`src/rtl/scan_decoder_pkg.sv`:
```
// Shared types and helpers for the registered one-hot decoder family.
// State encoding, select-width limits and the one-hot decode function.
package decoder_pkg;

  typedef enum logic [1:0] {
    IDLE   = 2'b00,
    DIRECT = 2'b01,
    SCAN   = 2'b10
  } state_e;

  localparam int unsigned N_MIN = 1;
  localparam int unsigned N_MAX = 6;

  function automatic bit n_legal(
    input int unsigned n
  );
    return (n >= N_MIN) && (n <= N_MAX);
  endfunction

  // Widest supported decode; callers cast down to 2^N bits.
  function automatic logic [63:0] onehot(
    input logic [5:0] s
  );
    return 64'd1 << s;
  endfunction

endpackage

```
`src/rtl/scan_decoder_if.sv`:
```
// Control, select handshake and decoded-output bundle for scan_decoder.
// master drives controls and selects; slave is the decoder.
interface scan_decoder_if #(
  parameter int unsigned N       = 3,
  parameter int unsigned DWELL_W = 8
);

  localparam int unsigned W = 1 << N;

  logic               en;
  logic               mode;
  logic               sel_valid;
  logic [N-1:0]       sel;
  logic               sel_ready;
  logic [DWELL_W-1:0] dwell;
  logic [W-1:0]       y;
  logic [N-1:0]       idx;
  logic               wrap;

  modport master (
    output en,
    output mode,
    output sel_valid,
    output sel,
    output dwell,
    input  sel_ready,
    input  y,
    input  idx,
    input  wrap
  );

  modport slave (
    input  en,
    input  mode,
    input  sel_valid,
    input  sel,
    input  dwell,
    output sel_ready,
    output y,
    output idx,
    output wrap
  );

endinterface

```
`src/rtl/scan_decoder_core.sv`:
```
// Combinational N-to-2^N decode with optional one-cold output.
// i_act=0 yields the all-inactive pattern.
module decoder_core
  import decoder_pkg::*;
#(
  parameter int unsigned N          = 3,
  parameter bit          ACTIVE_LOW = 1'b0
) (
  input  logic [N-1:0]      i_sel,
  input  logic              i_act,
  output logic [(1<<N)-1:0] o_y
);

  localparam int unsigned W = 1 << N;

  logic [W-1:0] w_dec;

  assign w_dec = i_act ? W'(onehot(6'(i_sel))) : '0;
  assign o_y   = ACTIVE_LOW ? ~w_dec : w_dec;

endmodule

```
`src/rtl/scan_decoder.sv`:
```
// Registered one-hot decoder with handshaked direct mode and
// a dwell-timed auto-scan mode for round-robin strobing.
module scan_decoder
  import decoder_pkg::*;
#(
  parameter int unsigned N          = 3,
  parameter int unsigned DWELL_W    = 8,
  parameter bit          ACTIVE_LOW = 1'b0
) (
  input  logic          clk,
  input  logic          rst_n,
  scan_decoder_if.slave bus
);

  localparam int unsigned W = 1 << N;
  localparam logic [N-1:0] IDX_MAX = N'(W - 1);
  localparam logic [W-1:0] Y_OFF = ACTIVE_LOW ? '1 : '0;

  if (!n_legal(N)) begin : g_bad_n
    $error("scan_decoder: N must be within 1..6");
  end

  state_e             r_state;
  logic [N-1:0]       r_idx;
  logic [DWELL_W-1:0] r_cnt;
  logic               r_act;
  logic [W-1:0]       r_y;
  logic               r_wrap;

  state_e             w_st;
  logic [N-1:0]       w_idx;
  logic [DWELL_W-1:0] w_cnt;
  logic               w_act;
  logic               w_wrap;
  logic               w_acc;
  logic [W-1:0]       w_y;

  assign bus.sel_ready = bus.en & ~bus.mode;
  assign w_acc         = bus.sel_valid & bus.sel_ready;

  always_comb begin
    w_st   = r_state;
    w_idx  = r_idx;
    w_cnt  = r_cnt;
    w_act  = r_act;
    w_wrap = 1'b0;
    if (!bus.en) begin
      w_st  = IDLE;
      w_act = 1'b0;
      w_cnt = '0;
    end else begin
      unique case (r_state)
        IDLE, DIRECT: begin
          if (bus.mode) begin
            w_st  = SCAN;
            w_idx = '0;
            w_act = 1'b1;
            w_cnt = '0;
          end else begin
            // A transfer offered on the entry cycle is taken,
            // since sel_ready is already high there.
            w_st = DIRECT;
            if (w_acc) begin
              w_idx = bus.sel;
              w_act = 1'b1;
            end
          end
        end
        SCAN: begin
          if (!bus.mode) begin
            w_st  = DIRECT;
            w_cnt = '0;
          end else if (r_cnt >= bus.dwell) begin
            w_cnt  = '0;
            w_idx  = r_idx + 1'b1;
            w_wrap = (r_idx == IDX_MAX);
          end else begin
            w_cnt = r_cnt + 1'b1;
          end
        end
        default: begin
          w_st  = IDLE;
          w_act = 1'b0;
          w_cnt = '0;
        end
      endcase
    end
  end

  decoder_core #(
    .N          (N),
    .ACTIVE_LOW (ACTIVE_LOW)
  ) u_core (
    .i_sel (w_idx),
    .i_act (w_act),
    .o_y   (w_y)
  );

  always_ff @(posedge clk) begin
    if (!rst_n) begin
      r_state <= IDLE;
      r_idx   <= '0;
      r_cnt   <= '0;
      r_act   <= 1'b0;
      r_y     <= Y_OFF;
      r_wrap  <= 1'b0;
    end else begin
      r_state <= w_st;
      r_idx   <= w_idx;
      r_cnt   <= w_cnt;
      r_act   <= w_act;
      r_y     <= w_y;
      r_wrap  <= w_wrap;
    end
  end

  assign bus.y    = r_y;
  assign bus.idx  = r_idx;
  assign bus.wrap = r_wrap;

endmodule

```
`src/flat_wrapper.sv`:
```
// flat-port wrapper written by rule: the top's interface ports become plain ports
module scan_decoder_flat import decoder_pkg::*;
#(
  parameter int unsigned N          = 3,
  parameter int unsigned DWELL_W    = 8,
  parameter bit          ACTIVE_LOW = 1'b0
)
  (clk, rst_n, bus_en, bus_mode, bus_sel_valid, bus_sel, bus_dwell, bus_sel_ready, bus_y, bus_idx, bus_wrap);
  scan_decoder_if #(.N(N), .DWELL_W(DWELL_W)) bus_i ();
  input  logic clk;
  input  logic rst_n;
  input wire logic [$bits(bus_i.en)-1:0] bus_en;
  input wire logic [$bits(bus_i.mode)-1:0] bus_mode;
  input wire logic [$bits(bus_i.sel_valid)-1:0] bus_sel_valid;
  input wire logic [$bits(bus_i.sel)-1:0] bus_sel;
  input wire logic [$bits(bus_i.dwell)-1:0] bus_dwell;
  output wire logic [$bits(bus_i.sel_ready)-1:0] bus_sel_ready;
  output wire logic [$bits(bus_i.y)-1:0] bus_y;
  output wire logic [$bits(bus_i.idx)-1:0] bus_idx;
  output wire logic [$bits(bus_i.wrap)-1:0] bus_wrap;
  assign bus_i.en = bus_en;
  assign bus_i.mode = bus_mode;
  assign bus_i.sel_valid = bus_sel_valid;
  assign bus_i.sel = bus_sel;
  assign bus_i.dwell = bus_dwell;
  assign bus_sel_ready = bus_i.sel_ready;
  assign bus_y = bus_i.y;
  assign bus_idx = bus_i.idx;
  assign bus_wrap = bus_i.wrap;
  scan_decoder #(.N(N), .DWELL_W(DWELL_W), .ACTIVE_LOW(ACTIVE_LOW)) u_core (.clk(clk), .rst_n(rst_n), .bus(bus_i));
endmodule
```
`config.mk`:
```
export PLATFORM = sky130hd
export DESIGN_NAME = scan_decoder_flat
export DESIGN_NICKNAME = d
export VERILOG_FILES = /design/src/rtl/scan_decoder_pkg.sv /design/src/rtl/scan_decoder_if.sv /design/src/rtl/scan_decoder_core.sv /design/src/rtl/scan_decoder.sv /design/src/flat_wrapper.sv
export SDC_FILE = /design/constraint.sdc
export NUM_CORES = 1
export LEC_CHECK = 0
export CAP_MARGIN = 0
export CORE_MARGIN = 4
export CORE_UTILIZATION = 35
export CTS_CLUSTER_DIAMETER = 60
export DETAILED_ROUTE_END_ITERATION = 16
export PLACE_DENSITY = 0.7
export SYNTH_ARGS = -nofsm -noshare
export SYNTH_HDL_FRONTEND = slang
export SYNTH_SLANG_ARGS = --single-unit
```
`constraint.sdc`:
```
create_clock -name clk -period 2.5 [get_ports clk]
set_input_delay 0.5 -clock clk [delete_from_list [all_inputs] [get_ports clk]]
set_output_delay 0.5 -clock clk [all_outputs]
set_load 0.01 [all_outputs]
```
# Word level (Yosys, flattened, before mapping)
# Index checks and enable logic that the tools add are counted.
totals:
  register_bits: 23
  out_inout_bits: 13
  input_bits: 16
op_classes:
  bitwise: 3
  mux: 17
  n_shift: 1
  add_sub_neg: 2
  magnitude_cmp: 1
  n_eq_ne: 5
  reduce_logical: 5
ops:
  columns: ["operator", "count"]
  rows:
  - ["$mux W8", 3]
  - ["$pmux W8 S2", 1]
  - ["$mux W3", 5]
  - ["$add A8 B1 Y8 const B", 1]
  - ["$ge A8 B8 Y1", 1]
  - ["$shl A1 B3 Y8 const A", 1]
  - ["$pmux W3 S2", 1]
  - ["$reduce_and A5 Y1", 1]
  - ["$mux W2", 2]
  - ["$ne A2 B2 Y1 const B", 2]
  - ["$pmux W2 S2", 1]
  - ["$reduce_and A2 Y1", 2]
  - ["$add A3 B1 Y3 const B", 1]
  - ["$eq A3 B3 Y1 const B", 1]
  - ["$mux W1", 3]
  - ["$and A1 B1 Y1", 2]
  - ["$eq A2 B1 Y1 const B", 1]
  - ["$eq A2 B2 Y1 const B", 1]
  - ["$logic_not A2 Y1", 1]
  - ["$pmux W1 S2", 1]
  - ["$reduce_or A2 Y1", 1]
  - ["$not A1 Y1", 1]

# Logic depth before layout (Yosys ltp)
# Gate-level depths: netlist (run 1).
logic_depth:
  word_depth: 8
  ltp_mapped: 8

# Hierarchy
# A second synthesis (run 1) with hierarchy kept.
unflattened:
  hier_cells: 156
  area_unflattened_um2: 1346.3
by_module_without_submodules:
  columns: ["mod", "cells_each", "area_per_inst_um2", "seq_area_each_um2", "n_inst"]
  rows:
  - ["scan_decoder", 148, 1251.2, 460.4, 1]
  - ["decoder_core", 8, 95.1, 0.0, 1]

# Worst setup path after synthesis (run 1)
# Ideal clock, no wire load.
synth_timing:
  path_kind: "input to register"
  startpoint: "in bus_dwell[2]"
  endpoint: "reg u_core.r_y[2] (netlist: u_core.bus.y[2])"
  arrival_time_ns: 2.203
  slack_ns: 0.201
  t_required_ns: 2.404
  stages: 8
  cell_sequence: "inv_1 -> ha_1 -> and3_1 -> o21ai_1 -> a311o_1 -> a2bb2oi_1 -> a221o_1 -> nor4b_1"
synth_between:
  elab_chain_cells: 6
synth_lines:
  columns: ["item", "line", "text"]
  rows:
  - ["start, declared", "flat_wrapper.sv:16", "input wire logic [$bits(bus_i.dwell)-1:0] bus_dwell;"]
  - ["$ge A8 B8 Y1", "scan_decoder.sv:73", "end else if (r_cnt >= bus.dwell) begin"]
  - ["$mux W3", "scan_decoder.sv:73", null]
  - ["$mux W3", "scan_decoder.sv:70", "if (!bus.mode) begin"]
  - ["$pmux W3 S2", "scan_decoder.sv:52", "unique case (r_state)"]
  - ["$mux W3", "scan_decoder.sv:47", "if (!bus.en) begin"]
  - ["$shl A1 B3 Y8", "scan_decoder_pkg.sv:24", "return 64'd1 << s;"]
  - ["end signal, assigned", "scan_decoder.sv:112", "r_y <= w_y;"]
  - ["end, declared", "scan_decoder.sv:27", "logic [W-1:0] r_y;"]
# Every way passes these cells.
# A chain may end at the register's enable or synchronous reset.

# Final worst setup path (run 1)
layout_timing:
  startpoint: "in bus_dwell[0]"
  endpoint: "reg u_core.r_y[2] (netlist: u_core.bus.y[2])"
# Same word-level chain as after synthesis.

==> results of run 1 <==
## state kept, by name, indices dropped and copies added (netlist names)
name,count
u_core.bus.wrap,1
u_core.r_cnt,8
u_core.r_act,1
u_core.bus.idx,3
u_core.bus.y,8
u_core.r_state,2
## metal layers
| metal | share of wire | vias up | GRT usage |
|---|---|---|---|
| li1 | - | 594 | - |
| met1 | 0.41 | 558 | 0.164 |
| met2 | 0.50 | 38 | 0.282 |
| met3 | 0.066 | 5 | 0.0366 |
| met4 | 0.015 | 0 | 0.0608 |
| met5 | 0 | - | 0 |
## cells in the mapped netlist, types with 2 or more instances
cell,n,share of area
nor4_1,2,0.010
o21a_1,2,0.012
nand2_1,13,0.040
and4_1,4,0.028
o21ai_0,2,0.0081
ha_1,11,0.11
nand2b_1,2,0.010
xor2_1,3,0.021
and2_1,6,0.031
nand3_1,3,0.012
a21oi_1,4,0.016
nor2_1,12,0.037
nor4b_1,4,0.028
xnor2_1,2,0.014
nand4_1,3,0.015
nor2b_1,3,0.015
dfxtp_1,23,0.37
and3_1,3,0.015
inv_1,11,0.034
## through the flow
step	setup TNS (ns)	hold WS [ns]	worst slack, ns
6_report	0	0.542	0.0568
5_1_grt	-0.00332	0.557	-0.00332
4_1_cts	0	0.544	0.0211
3_5_place_dp	-6.01	0.526	-0.496
3_3_place_gp	-4.36	0.509	-0.348
2_1_floorplan	0	0.472	0.201
## cells by family after synthesis
kind of cell | count (synthesis)
buf+inv | 13
compound gates | 26
fa+ha+maj | 11
xor+xnor | 5
simple gates | 59
mux | 1
flops | 23
## path summary, 6_finish.rpt
path	endpoint	slack [ns]
max	u_core.bus.y[2]$_SDFF_PP0_	0.06
min	u_core.r_cnt[6]$_SDFFE_PN0P_	0.54
max reg2reg	u_core.bus.y[2]$_SDFF_PP0_	0.16
min reg2reg	u_core.r_cnt[6]$_SDFFE_PN0P_	0.54
## worst max-delay path: cells and delay by family
family | cells | cell delay [ns]
compound gates | 4 | 1.06
simple gates | 2 | 0.43
buf+inv | 1 | 0.41
fa+ha+maj | 1 | 0.27
## power groups by stage
stage	logic [mW]	registers [mW]	clock network (mW)
4_1_cts	0.107	0.375	0.179
6_report	0.115	0.376	0.177
2_1_floorplan	0.0440	0.384	0
3_3_place_gp	0.0981	0.383	0
5_1_grt	0.125	0.376	0.199
3_5_place_dp	0.102	0.383	0
## final cells by class
| type | count | area share |
|---|---|---|
| repair buffers | 44 | 0.222 |
| clock inverters | 1 | 0.00276 |
| well taps | 46 | 0.0318 |
| inverters | 11 | 0.0228 |
| multi-input cells | 103 | 0.454 |
| clock buffers | 3 | 0.0124 |
| flip-flops and latches | 23 | 0.254 |
## timing repair
| item | 4_1_cts | 5_1_grt |
|---|---|---|
| resized for setup | 8 | 12 |
| buffers inserted | 2 | 0 |
| pin swaps | 9 | 3 |
| cloned | 1 | 0 |
| setup endpoints to repair | 8 | 6 |
==> impl_metrics.env, run 1 <==
export IMPL_status="finished, final reports clean"
export IMPL_synth_mux_area_frac=0.00814
export IMPL_cts_buffer_depth=2
export IMPL_wirelength_um=3210
export IMPL_synth_yosys_seq_area_share=0.374
export IMPL_syn_instance_count=138
export IMPL_io_buffer_count=28
export IMPL_grt_max_degree=14
export IMPL_period_share=0.977
export IMPL_diodes=0
export IMPL_critical_path_max_stage_delay_ns=0.43
export IMPL_reg2reg_depth=8
export IMPL_hpwl_um=2410
export IMPL_synth_top_family_by_area="simple AND/OR/NAND/NOR gates"
export IMPL_clk_latency_ns=0.32
export IMPL_fp_coreArea_sq_um=3360
export IMPL_synth_edf_count=0
export IMPL_dp_cells=224
export IMPL_maxSlewViolCount=0
export IMPL_synth_xor_xnor_area_share=0.0356
export IMPL_start_util=0.366
export IMPL_slowest_stage="a221o_2"
export IMPL_crit_start="bus_dwell[0]"
export IMPL_grt_pass1_wl_um=5270
export IMPL_htreeDepth=1
export IMPL_reg2reg_from="u_core.r_cnt[0]$_SDFFE_PN0P_"
export IMPL_min_from="u_core.r_cnt[6]$_SDFFE_PN0P_"
export IMPL_ant_nets=0
export IMPL_internal_power_mw=0.493
export IMPL_numCtsBuffers=3
export IMPL_wl_per_cell_um=13.9
export IMPL_fin_area_sq_um=1810
export IMPL_die_h_um=67.3
export IMPL_drcViolationCount=0
export IMPL_timing_fmax_ghz=0.409
export IMPL_num_fill_cells=336
export IMPL_die_area_sq_um=4530
export IMPL_pwr_share_comb=0.172
export IMPL_drt_vias_per_instance=5.17
export IMPL_cp_required_ns=2.74
export IMPL_synthAdderAreaFrac=0.112
export IMPL_yosysUniqueCellTypes=44
export IMPL_peakVddDrop_mv=0.291
export IMPL_yosys_warnings=0
export IMPL_clock_sinks=23
export IMPL_gr_usage_all_layers=0.152
export IMPL_layout_common_cells="clkdlybuf4s50_1 (26), dfxtp_1 (23), buf_4 (15)"
export IMPL_fin_util=0.539
export IMPL_layout_cells_non_filler=231
export IMPL_grt_ovfl_total=0
export IMPL_syn_num_nets=165
export IMPL_final_common_cell="clkdlybuf4s50_1"
export IMPL_holdBufCountCts=0
export IMPL_crit_path_end_kind="flip-flop"
export IMPL_max_cap_violations=0
export IMPL_hold_depth=1
export IMPL_fin_worst_skew_ns=0.00232
export IMPL_syn_cell_area_sq_um=1230
export IMPL_grt_pass1_vias=1230
export IMPL_postSynth_asyncResetShare=0
export IMPL_first_pass_iters=4
export IMPL_crit_arrival_ns=2.68
export IMPL_drive_above_1_share=0.189
export IMPL_setup_viol_count_final=0
export IMPL_power_density_cell_area_nw_per_um2=369
export IMPL_crit_type="in2reg"
export IMPL_synthSimpleGateAreaFrac=0.263
export IMPL_yosys_register_bits=23
export IMPL_grt_antenna_before_repair=0
export IMPL_rows=21
export IMPL_cts_clk_slew_worst_paths_ns=0.13
export IMPL_cts_root_buf="clkbuf_4"
export IMPL_seqPwrFrac=0.562
export IMPL_critPathLaunchType="input port"
export IMPL_leakage_nw=0.725
export IMPL_syn2layout_area_growth_pct=47.3
export IMPL_dr_first_iter_drc_count=25
export IMPL_finalWeightedCongestion=0.836
export IMPL_period_needed_ns=2.44
export IMPL_ios=29
export IMPL_seq_area_sq_um=460
export IMPL_multi_input_area_sq_um=823
export IMPL_p_sw_mw=0.175
export IMPL_power_mw=0.668
export IMPL_slew_headroom=0.713
export IMPL_crit_chain="clkdlybuf4s50_1 -> ha_1 -> and3_1 -> o21ai_1 -> a311o_1 -> a2bb2oi_2 -> a221o_2 -> nor4b_4"
export IMPL_worstMarginPinSlew_ns=0.430
export IMPL_synth_compound_area_frac=0.164
export IMPL_hold_viol_final=0
export IMPL_avgSynthCellArea_sq_um=8.91
export IMPL_ys_flop_type="dfxtp_1"
export IMPL_die_x_um=67.3
export IMPL_critPathMaxFanout=5
export IMPL_netSwitchingFraction=0.262
export IMPL_dpl_instance_area_sq_um=1660
export IMPL_nets=213
export IMPL_clockPowerShare=0.265
export IMPL_tritoncts="done"
export IMPL_worstHoldPathType="reg2reg"
export IMPL_vias=1195
Note: power is estimated with default switching activity, not from simulation.
==> run 2, diff against run 1 <==
--- a/config.mk
+++ b/config.mk
@@ -5,11 +5,13 @@
 export SDC_FILE = /design/constraint.sdc
 export NUM_CORES = 1
 export LEC_CHECK = 0
+export ABC_CLOCK_PERIOD_IN_PS = 2500
 export CAP_MARGIN = 0
 export CORE_MARGIN = 4
 export CORE_UTILIZATION = 35
 export CTS_CLUSTER_DIAMETER = 60
 export DETAILED_ROUTE_END_ITERATION = 16
+export MAX_ROUTING_LAYER = met4
 export PLACE_DENSITY = 0.7
 export SYNTH_ARGS = -nofsm -noshare
 export SYNTH_HDL_FRONTEND = slang
==> run 2 against run 1 <==
Compared with the run above:
- power about the same
- global-route usage increased by 0.44 points
- first-iteration DRC count unchanged
- core utilization unchanged
- hold slack unchanged
==> impl_metrics.env, run 2 (same netlist as run 1, synthesis figures left out) <==
export IMPL_crit_path_end_kind="flip-flop"
export IMPL_layout_common_cells="clkdlybuf4s50_1 (26), dfxtp_1 (23), buf_4 (15)"
export IMPL_clk_latency_ns=0.32
export IMPL_syn2layout_area_growth_pct=47.3
export IMPL_hpwl_um=2410
export IMPL_slowest_stage="a221o_2"
export IMPL_io_buffer_count=28
export IMPL_power_mw=0.668
export IMPL_pwr_share_comb=0.172
export IMPL_diodes=0
export IMPL_worstHoldPathType="reg2reg"
export IMPL_peakVddDrop_mv=0.290
export IMPL_wl_per_cell_um=13.9
export IMPL_critPathMaxFanout=5
export IMPL_grt_pass1_vias=1230
export IMPL_grt_max_degree=14
export IMPL_ios=29
export IMPL_clockPowerShare=0.265
export IMPL_finalWeightedCongestion=0.849
export IMPL_r2r_slack_ns=0.16
export IMPL_timing_fmax_ghz=0.409
export IMPL_die_h_um=67.3
export IMPL_fp_coreArea_sq_um=3360
export IMPL_r2r_end="u_core.bus.y[2]$_SDFF_PP0_"
export IMPL_met2_usage=0.282
export IMPL_fin_worst_skew_ns=0.00204
export IMPL_leakage_nw=0.725
export IMPL_period_share=0.978
export IMPL_crit_arrival_ns=2.68
export IMPL_worstMarginPinSlew_ns=0.429
export IMPL_holdBufCountCts=0
export IMPL_critPathLaunchType="input port"
export IMPL_grt_antenna_before_repair=0
export IMPL_hold_viol_final=0
export IMPL_crit_chain="clkdlybuf4s50_1 -> ha_1 -> and3_1 -> o21ai_1 -> a311o_1 -> a2bb2oi_2 -> a221o_2 -> nor4b_4"
export IMPL_drive_above_1_share=0.189
export IMPL_num_fill_cells=336
export IMPL_dr_first_iter_drc_count=25
export IMPL_cp_required_ns=2.74
export IMPL_netSwitchingFraction=0.261
export IMPL_top_usage_layer="met2"
export IMPL_die_x_um=67.3
export IMPL_nets=213
export IMPL_cts_root_buf="clkbuf_4"
export IMPL_setup_viol_count_final=0
export IMPL_rows=21
export IMPL_start_util=0.366
export IMPL_vias=1196
export IMPL_use_met3=0.0283
export IMPL_ant_nets=0
export IMPL_cts_clk_slew_worst_paths_ns=0.13
export IMPL_clock_sinks=23
export IMPL_numCtsBuffers=3
export IMPL_max_cap_violations=0
export IMPL_final_common_cell="clkdlybuf4s50_1"
export IMPL_seqPwrFrac=0.563
export IMPL_period_needed_ns=2.44
export IMPL_min_from="u_core.r_cnt[6]$_SDFFE_PN0P_"
export IMPL_cts_buffer_depth=2
export IMPL_fin_area_sq_um=1810
export IMPL_critical_path_max_stage_delay_ns=0.43
export IMPL_first_pass_iters=6
export IMPL_internal_power_mw=0.493
export IMPL_reg2reg_from="u_core.r_cnt[0]$_SDFFE_PN0P_"
export IMPL_p_sw_mw=0.175
export IMPL_grt_pass1_wl_um=5280
export IMPL_tritoncts="done"
export IMPL_slew_headroom=0.714
export IMPL_status="finished, final reports clean"
export IMPL_gr_usage_all_layers=0.157
export IMPL_drt_vias_per_instance=5.18
export IMPL_htreeDepth=1
export IMPL_power_density_cell_area_nw_per_um2=369
export IMPL_dpl_instance_area_sq_um=1660
export IMPL_die_area_sq_um=4530
export IMPL_whs_endpoint="u_core.r_cnt[6]$_SDFFE_PN0P_"
export IMPL_reg2reg_depth=8
export IMPL_maxSlewViolCount=0
export IMPL_drcViolationCount=0
export IMPL_wirelength_um=3210
export IMPL_hold_depth=1
export IMPL_grt_ovfl_total=0
export IMPL_grt_util_met1=0.169
export IMPL_crit_type="in2reg"
[run 2: layout make-up]
type	count	area [sq um]	area share
clock buffers	3	22.5	0.0124
inverters	11	41.3	0.0228
multi-input cells	103	823	0.454
well taps	46	57.6	0.0318
repair buffers	44	402	0.222
flip-flops and latches	23	460	0.254
clock inverters	1	5.00	0.00276
[run 2: per-layer routing]
| layer | share of wire | routed length (um) |
|---|---|---|
| met5 | 0 | 0 |
| met4 | 0.015 | 47 |
| met3 | 0.051 | 164 |
| met2 | 0.51 | 1630 |
| met1 | 0.43 | 1370 |
[run 2: how the worst max path moves through the flow]
stage | from | endpoint | depth (start not counted)
floorplan | bus_dwell[2] | u_core.bus.y[2]$_SDFF_PP0_ | 8
global placement | bus_dwell[2] | u_core.bus.y[0]$_SDFF_PP0_ | 9
detailed placement | bus_dwell[1] | u_core.bus.y[2]$_SDFF_PP0_ | 9
CTS | bus_dwell[0] | u_core.bus.y[2]$_SDFF_PP0_ | 8
global route | bus_dwell[0] | u_core.bus.y[2]$_SDFF_PP0_ | 8
finish | bus_dwell[0] | u_core.bus.y[2]$_SDFF_PP0_ | 8
[run 2: power groups by stage]
stage               Combinational [mW]  Sequential [mW]  Clock, mW
floorplan                       0.0440            0.384          0
CTS                              0.107            0.375      0.179
finish                           0.115            0.376      0.177
detailed placement               0.102            0.383          0
global route                     0.125            0.376      0.199
global placement                0.0981            0.383          0
[run 2: what timing repair did]
action                     CTS  global route
setup endpoints to repair    8             6
gates cloned                 1             0
resized for setup            8            12
pin swaps                    9             3
setup buffers                2             0
[run 2: worst max-delay path: cells and delay by family]
kind	cells	cell delay, ns
AND/OR/NAND/NOR	2	0.43
AO/OA/AOI/OAI	4	1.06
buffers and inverters	1	0.41
adder cells (fa/ha/maj)	1	0.27
[run 2: metrics by stage]
stage	setup WS (ns)	utilization	hold slack, ns	TNS [ns]	instances
finish	0.0557	0.539	0.542	0	231
global route	-0.00332	0.539	0.557	-0.00332	231
CTS	0.0211	0.518	0.544	0	231
detailed placement	-0.496	0.494	0.526	-6.01	224
global placement	-0.348	0.494	0.509	-4.36	224
floorplan	0.201	-	0.472	0	138
